## config.mk

```make
export PLATFORM = sky130hd
export DESIGN_NAME = seg_scan
export DESIGN_NICKNAME = d
export VERILOG_FILES = /design/src/rtl/seg_scan.sv
export SDC_FILE = /design/constraint.sdc
export NUM_CORES = 1
export LEC_CHECK = 0
export ABC_AREA = 1
export BUFFER_PORTS_ARGS = -buffer_cell sky130_fd_sc_hd__buf_2
export CAP_MARGIN = 10
export CORE_MARGIN = 2
export CORE_UTILIZATION = 59
export DETAILED_ROUTE_END_ITERATION = 7
export PLACE_DENSITY = 0.8
export SYNTH_ARGS = -nofsm -noshare
export SYNTH_HDL_FRONTEND = slang
export SYNTH_SLANG_ARGS = --single-unit
```

## constraint.sdc

```tcl
create_clock -name clk -period 2.9 [get_ports clk]
set_clock_uncertainty 0.1 [all_clocks]
set_input_delay 0.87 -clock clk [delete_from_list [all_inputs] [get_ports clk]]
set_output_delay 0.87 -clock clk [all_outputs]
set_load 0.1 [all_outputs]
```

## src/rtl/seg_scan.sv

```systemverilog
`default_nettype none
// ============================================================================
// Module   : seg_scan
// Brief    : Four-digit multiplexed common-anode seven-segment driver with
//            per-frame input shadowing, leading-zero blanking and edit blink.
// Revision : 1.0
// ============================================================================
module seg_scan #(
    parameter int SCAN_DIV  = 100000,
    parameter int BLINK_DIV = 128
) (
    input  logic       clk,
    input  logic       rst,
    input  logic [3:0] x1,
    input  logic [3:0] x2,
    input  logic [3:0] x3,
    input  logic [3:0] x4,
    input  logic [3:0] sel,
    input  logic       blank_lz,
    output logic [3:0] an,
    output logic [6:0] seg,
    output logic       dp
);

    localparam int CW = $clog2(SCAN_DIV);
    localparam int FW = (BLINK_DIV > 1) ? $clog2(BLINK_DIV) : 1;

    localparam logic [6:0] c_blank = 7'b1111111;
    localparam logic [6:0] c_dash  = 7'b0111111;

    logic [CW-1:0] r_cnt;
    logic [1:0]    r_idx;
    logic [FW-1:0] r_fcnt;
    logic          r_ph;
    logic          r_live;
    logic [3:0]    r_s1, r_s2, r_s3, r_s4;
    logic [3:0]    r_sel;
    logic          r_blz;

    logic          w_fs;
    logic          w_wrap;
    logic          w_fwrap;
    logic [3:0]    w_s1_n, w_s2_n, w_s3_n, w_s4_n;
    logic [3:0]    w_sel_n;
    logic          w_blz_n;
    logic          w_ph_n;
    logic          w_onehot;
    logic          w_selected;
    logic          w_lead_zero;
    logic [3:0]    w_digit;
    logic [6:0]    w_glyph;
    logic [6:0]    w_seg;

    assign w_fs    = (r_cnt == '0) && (r_idx == 2'd0);
    assign w_wrap  = (r_cnt == CW'(SCAN_DIV - 1));
    assign w_fwrap = (r_fcnt == FW'(BLINK_DIV - 1));

    // Values in force for the slot being registered this edge; on a frame
    // start they are the freshly captured ones so a whole frame is coherent.
    assign w_s1_n  = w_fs ? x1 : r_s1;
    assign w_s2_n  = w_fs ? x2 : r_s2;
    assign w_s3_n  = w_fs ? x3 : r_s3;
    assign w_s4_n  = w_fs ? x4 : r_s4;
    assign w_sel_n = w_fs ? sel : r_sel;
    assign w_blz_n = w_fs ? blank_lz : r_blz;
    assign w_ph_n  = (w_fs && w_fwrap) ? ~r_ph : r_ph;

    always_ff @(posedge clk or posedge rst) begin
        if (rst) begin
            r_cnt  <= '0;
            r_idx  <= 2'd0;
            r_fcnt <= '0;
            r_ph   <= 1'b1;
            r_live <= 1'b0;
            r_s1   <= 4'd0;
            r_s2   <= 4'd0;
            r_s3   <= 4'd0;
            r_s4   <= 4'd0;
            r_sel  <= 4'd0;
            r_blz  <= 1'b0;
        end else begin
            r_live <= 1'b1;
            r_s1   <= w_s1_n;
            r_s2   <= w_s2_n;
            r_s3   <= w_s3_n;
            r_s4   <= w_s4_n;
            r_sel  <= w_sel_n;
            r_blz  <= w_blz_n;
            r_ph   <= w_ph_n;
            if (w_wrap) begin
                r_cnt <= '0;
                r_idx <= r_idx + 2'd1;
            end else begin
                r_cnt <= r_cnt + CW'(1);
            end
            if (w_fs) begin
                r_fcnt <= w_fwrap ? '0 : r_fcnt + FW'(1);
            end
        end
    end

    assign w_onehot   = (w_sel_n != 4'd0) && ((w_sel_n & (w_sel_n - 4'd1)) == 4'd0);
    assign w_selected = w_onehot && w_sel_n[r_idx];

    always_comb begin
        w_digit     = w_s1_n;
        w_lead_zero = 1'b0;
        case (r_idx)
            2'd0: begin
                w_digit     = w_s1_n;
                w_lead_zero = (w_s1_n == 4'd0);
            end
            2'd1: begin
                w_digit     = w_s2_n;
                w_lead_zero = (w_s1_n == 4'd0) && (w_s2_n == 4'd0);
            end
            2'd2: begin
                w_digit     = w_s3_n;
                w_lead_zero = (w_s1_n == 4'd0) && (w_s2_n == 4'd0) && (w_s3_n == 4'd0);
            end
            default: begin
                // Least significant digit is never blanked as a leading zero.
                w_digit     = w_s4_n;
                w_lead_zero = 1'b0;
            end
        endcase
    end

    always_comb begin
        w_glyph = c_dash;
        case (w_digit)
            4'd0:    w_glyph = 7'b1000000;
            4'd1:    w_glyph = 7'b1111001;
            4'd2:    w_glyph = 7'b0100100;
            4'd3:    w_glyph = 7'b0110000;
            4'd4:    w_glyph = 7'b0011001;
            4'd5:    w_glyph = 7'b0010010;
            4'd6:    w_glyph = 7'b0000010;
            4'd7:    w_glyph = 7'b1111000;
            4'd8:    w_glyph = 7'b0000000;
            4'd9:    w_glyph = 7'b0010000;
            default: w_glyph = c_dash;
        endcase
    end

    always_comb begin
        w_seg = w_glyph;
        if (w_selected && !w_ph_n) begin
            w_seg = c_blank;
        end else if (w_blz_n && w_lead_zero) begin
            w_seg = c_blank;
        end
    end

    // The first edge out of reset only loads shadows; the display lights
    // from the following edge.
    always_ff @(posedge clk or posedge rst) begin
        if (rst) begin
            an  <= 4'b1111;
            seg <= c_blank;
            dp  <= 1'b1;
        end else if (!r_live) begin
            an  <= 4'b1111;
            seg <= c_blank;
            dp  <= 1'b1;
        end else begin
            an  <= ~(4'b1000 >> r_idx);
            seg <= w_seg;
            dp  <= ~w_selected;
        end
    end

endmodule
`default_nettype wire

```

==> summary.md <==
| Metric | Value |
|---|---|
| Status | `finished, final reports clean` |
| Clock Latency Late Sink | `around 0.34 ns` |
| PwrDens | `423 nW/µm²` |
| RD Place Congestion | `between 0.8 and 0.9` |
| Combinational fraction of design power | `between 10% and 20%` |
| Die width | `~80 µm` |
| Area grow syn2layout | `13.7%` |
| Critical Path Start Type | `register` |
| Final Hold Violating Endpoints | `0` |
| Crit share post-route | `between 90% and 100%` |
| Sequential area share after synthesis | `roughly 43%` |
| Reg2Reg Setup Slack | `between 0.2 and 0.25 ns` |
| Critical path arrival | `approximately 2.9 ns` |
| Worst slew margin | `roughly 60%` |
| DIE HEIGHT | `slightly above 80 µm` |
| Row count | `28` |
| Antenna diodes | `0` |
| Least-Margin Pin Slew | `0.592 ns` |
| I/O pins | `35` |
| Sequential Power Share | `51.4%` |
| Synth warn | `0` |
| Async SR Flop Fraction | `between 90% and 100%` |
| GRT Max-Usage Layer | `met2` |
| Vias in the first global route | `2860` |
| Ranking of synthesized cells by area | `dfrtp_1, nand2_1, dfstp_2` |
| Max Root-Sink Buffers | `2` |
| CP Cell Sequence | `inv_1, ha_2, nand3_1, nor2_4, buf_12, nand2_4, nand2_1, nand3_1, nand2_1, o21ai_4, inv_1, ha_1, nand3b_1, nand2_1, nor2_1, nor2_1, nand2_1` |
| Routed Antenna Nets | `0` |
| Final setup fails | `0` |
| Largest net degree at the start of global routing | `34` |
| Met3 GRT Util | `under 10%` |
| Critical path peak fanout | `17` |
| All-Layer GR Usage | `between 20 and 25%` |
| Total congestion overflow | `0` |
| Port Buffer Count | `34` |
| # DRC | `0` |
| Worst path most repeated cell | `nand2_1` |
| Synthesized Nets | `around 500` |
| Switching Fraction | `26.9%` |
| Commonest non-fill, non-tap cell in the layout | `nand2_1` |
| Yosys top cell by area | `dfrtp_1` |
| Mapped Cells | `roughly 460` |
| NetSw | `roughly 460 µW` |
| Die area | `just under 7000 µm²` |
| Post-synth EDFFs | `0` |
| DR pass1 iterations | `4` |
| Critical-path top delay cell | `dfrtp_1` |
| Mean Syn Cell Area | `between 7 and 8 µm²` |
| Hold slack | `0.395 ns` |
| F_max | `approximately 370 MHz` |
| WL/cell | `12.9 µm` |
| Power Internal | `roughly 1.3 mW` |
| Slew Viols, Final | `0` |
| Netlist cell types | `a little over 40` |
| H-Tree Depth | `3` |
| CTS tree | `done` |
| Synthesized area | `between 3000 and 4000 µm²` |
| Largest stage delay, worst path | `0.42 ns` |
| Nets | `between 500 and 600` |
| Drt via density | `a little over 5` |
| Leakage | `2.17 nW` |
| Number of buffers inserted by hold repair at cts | `0` |
| Core Area | `a little under 6000 µm²` |
| Met2 GRT Util | `between 30% and 40%` |
| Fillers | `about 500` |
| CTS Sinks | `between 60 and 70` |
| Area fraction of the dominant cell type after synthesis | `about a third` |
| Global-route wire length before repair | `12500 µm` |
| Clk pwr share | `a little under two fifths` |
| WS Path Type | `register to register` |
| FF/Latch Area | `1540 µm²` |
| Via count | `slightly above 3000` |
| Detailed Place HPWL | `5690 µm` |
| Initial drt markers | `151` |
| CTS Buf Count | `9` |
| Initial Utilization | `60.8%` |
| Clk slew on worst S/H paths | `around 0.070 ns` |
| Min Clock Period, post-route | `~2.7 ns` |
| Initial antenna violation count | `0` |
| Root Buffer | `clkbuf_8` |
| Top_reg_cell synth | `dfrtp_1` |
| Multi-input logic area | `around 1700 µm²` |
| Layout Utilization | `between 60% and 70%` |
| Detailed Route WL | `roughly 7600 µm` |
| Max-cap violations | `0` |
| CP Data Required Time | `3.07 ns` |
| VDD IR-drop max | `0.264 mV` |
| GR Util met1 | `32.1%` |
| Seq cells post-synth | `between 60 and 70` |
| Pwr Total | `approximately 1.7 mW` |
| Commonest non-fill, non-tap cells in the layout | `nand2_1, inv_1, dfrtp_1` |
| Crit path capture type | `register` |
| Share of layout cells above drive strength 1 | `22.3%` |
| Hold crit path type | `register to register` |
==> cells in the mapped netlist, types with 3 or more instances <==
cell type and count:
nand2_1 111, nor3_1 4, nand4_1 10, dfrtp_1 48, nand3_2 5, o21ai_0 8
xnor2_1 3, nor2_4 4, nand2_2 9, ha_1 13, nand3b_1 6, nor2_1 42
nand3_1 46, nor4_1 3, o211ai_1 3, xor2_1 5, buf_6 4, inv_2 6
dfstp_2 13, nor2_2 6, a21oi_1 10, inv_1 79, and2_1 3
==> stage by stage <==
step	setup slack (ns)	std cells	setup TNS, ns	instance area, µm²
finish	0.219	591	0	4090
global route	-0.00916	591	-0.00916	4090
CTS	0.0178	588	0	4030
global placement	0.201	572	0	3870
floorplan	0.381	462	0	3600
detailed placement	0.0311	572	0	3870
==> area by class of cell <==
cell class	count	area share, %
sequential	61	37.7
timing repair buffer	45	6.79
clock buffer	14	3.73
clock inverter	2	0.245
inverter	85	7.80
multi-input combinational	309	41.4
tap	75	2.29
==> state kept, by name, indices dropped and copies added, names as in the netlist <==
name	flops
seg	7
r_live	1
r_s1	4
r_sel	4
r_ph	1
r_idx	2
r_blz	1
r_cnt	17
r_s2	4
an	4
dp	1
r_s3	4
r_fcnt	7
r_s4	4
==> what timing repair did <==
| item | CTS | global route |
|---|---|---|
| setup endpoints to repair | 1 | 7 |
| gates resized for setup | 0 | 4 |
| pin swaps | 1 | 1 |
| buffers inserted | 0 | 3 |
==> cells by family (layout without fill, tap and decap cells) <==
logic type	Yosys count	count (layout)	synth area share [%]
AND/OR/NAND/NOR	257	257	34.8
buffers and inverters	92	146	10.7
flip-flops	61	61	42.9
AO/OA/AOI/OAI	30	30	5.14
adder cells (fa/ha/maj)	13	13	4.52
XOR/XNOR	8	8	1.95
other	1	1	0.104
==> path summary, 6_finish.rpt <==
kind | start | end | cells past startpoint
max | r_idx[1]$_DFFE_PP0N_ | seg[5]$_DFF_PP1_ | 17
min | r_s4[1]$_DFF_PP0_ | r_s4[1]$_DFF_PP0_ | 2
max reg2reg | r_idx[1]$_DFFE_PP0N_ | seg[5]$_DFF_PP1_ | 17
min reg2reg | r_s4[1]$_DFF_PP0_ | r_s4[1]$_DFF_PP0_ | 2
max in group asynchronous | rst | an[1]$_DFF_PP1_ | 3
min in group asynchronous | rst | r_sel[3]$_DFF_PP0_ | 2
==> power groups by stage <==
stage / clock, mW / combinational [mW] / sequential, mW
floorplan: 0 / 0.0843 / 0.970
global placement: 0 / 0.193 / 0.904
detailed placement: 0 / 0.196 / 0.905
CTS: 0.661 / 0.197 / 0.890
global route: 0.698 / 0.216 / 0.892
finish: 0.644 / 0.197 / 0.890
==> metal layers <==
metal,wire [µm],vias up
met5,0,-
met4,136,0
met3,376,14
met2,3590,71
met1,3510,1422
li1,-,1537
==> critical path, delay by kind of cell (launching register included) <==
kind	cells	cell delay [ns]
and+or+nand+nor	11	1.05
adders and majority gates	2	0.44
DFF	1	0.42
buffers and inverters	3	0.37
AOI/OAI and AO/OA	1	0.25
Note: power is estimated with default switching activity, not from simulation.
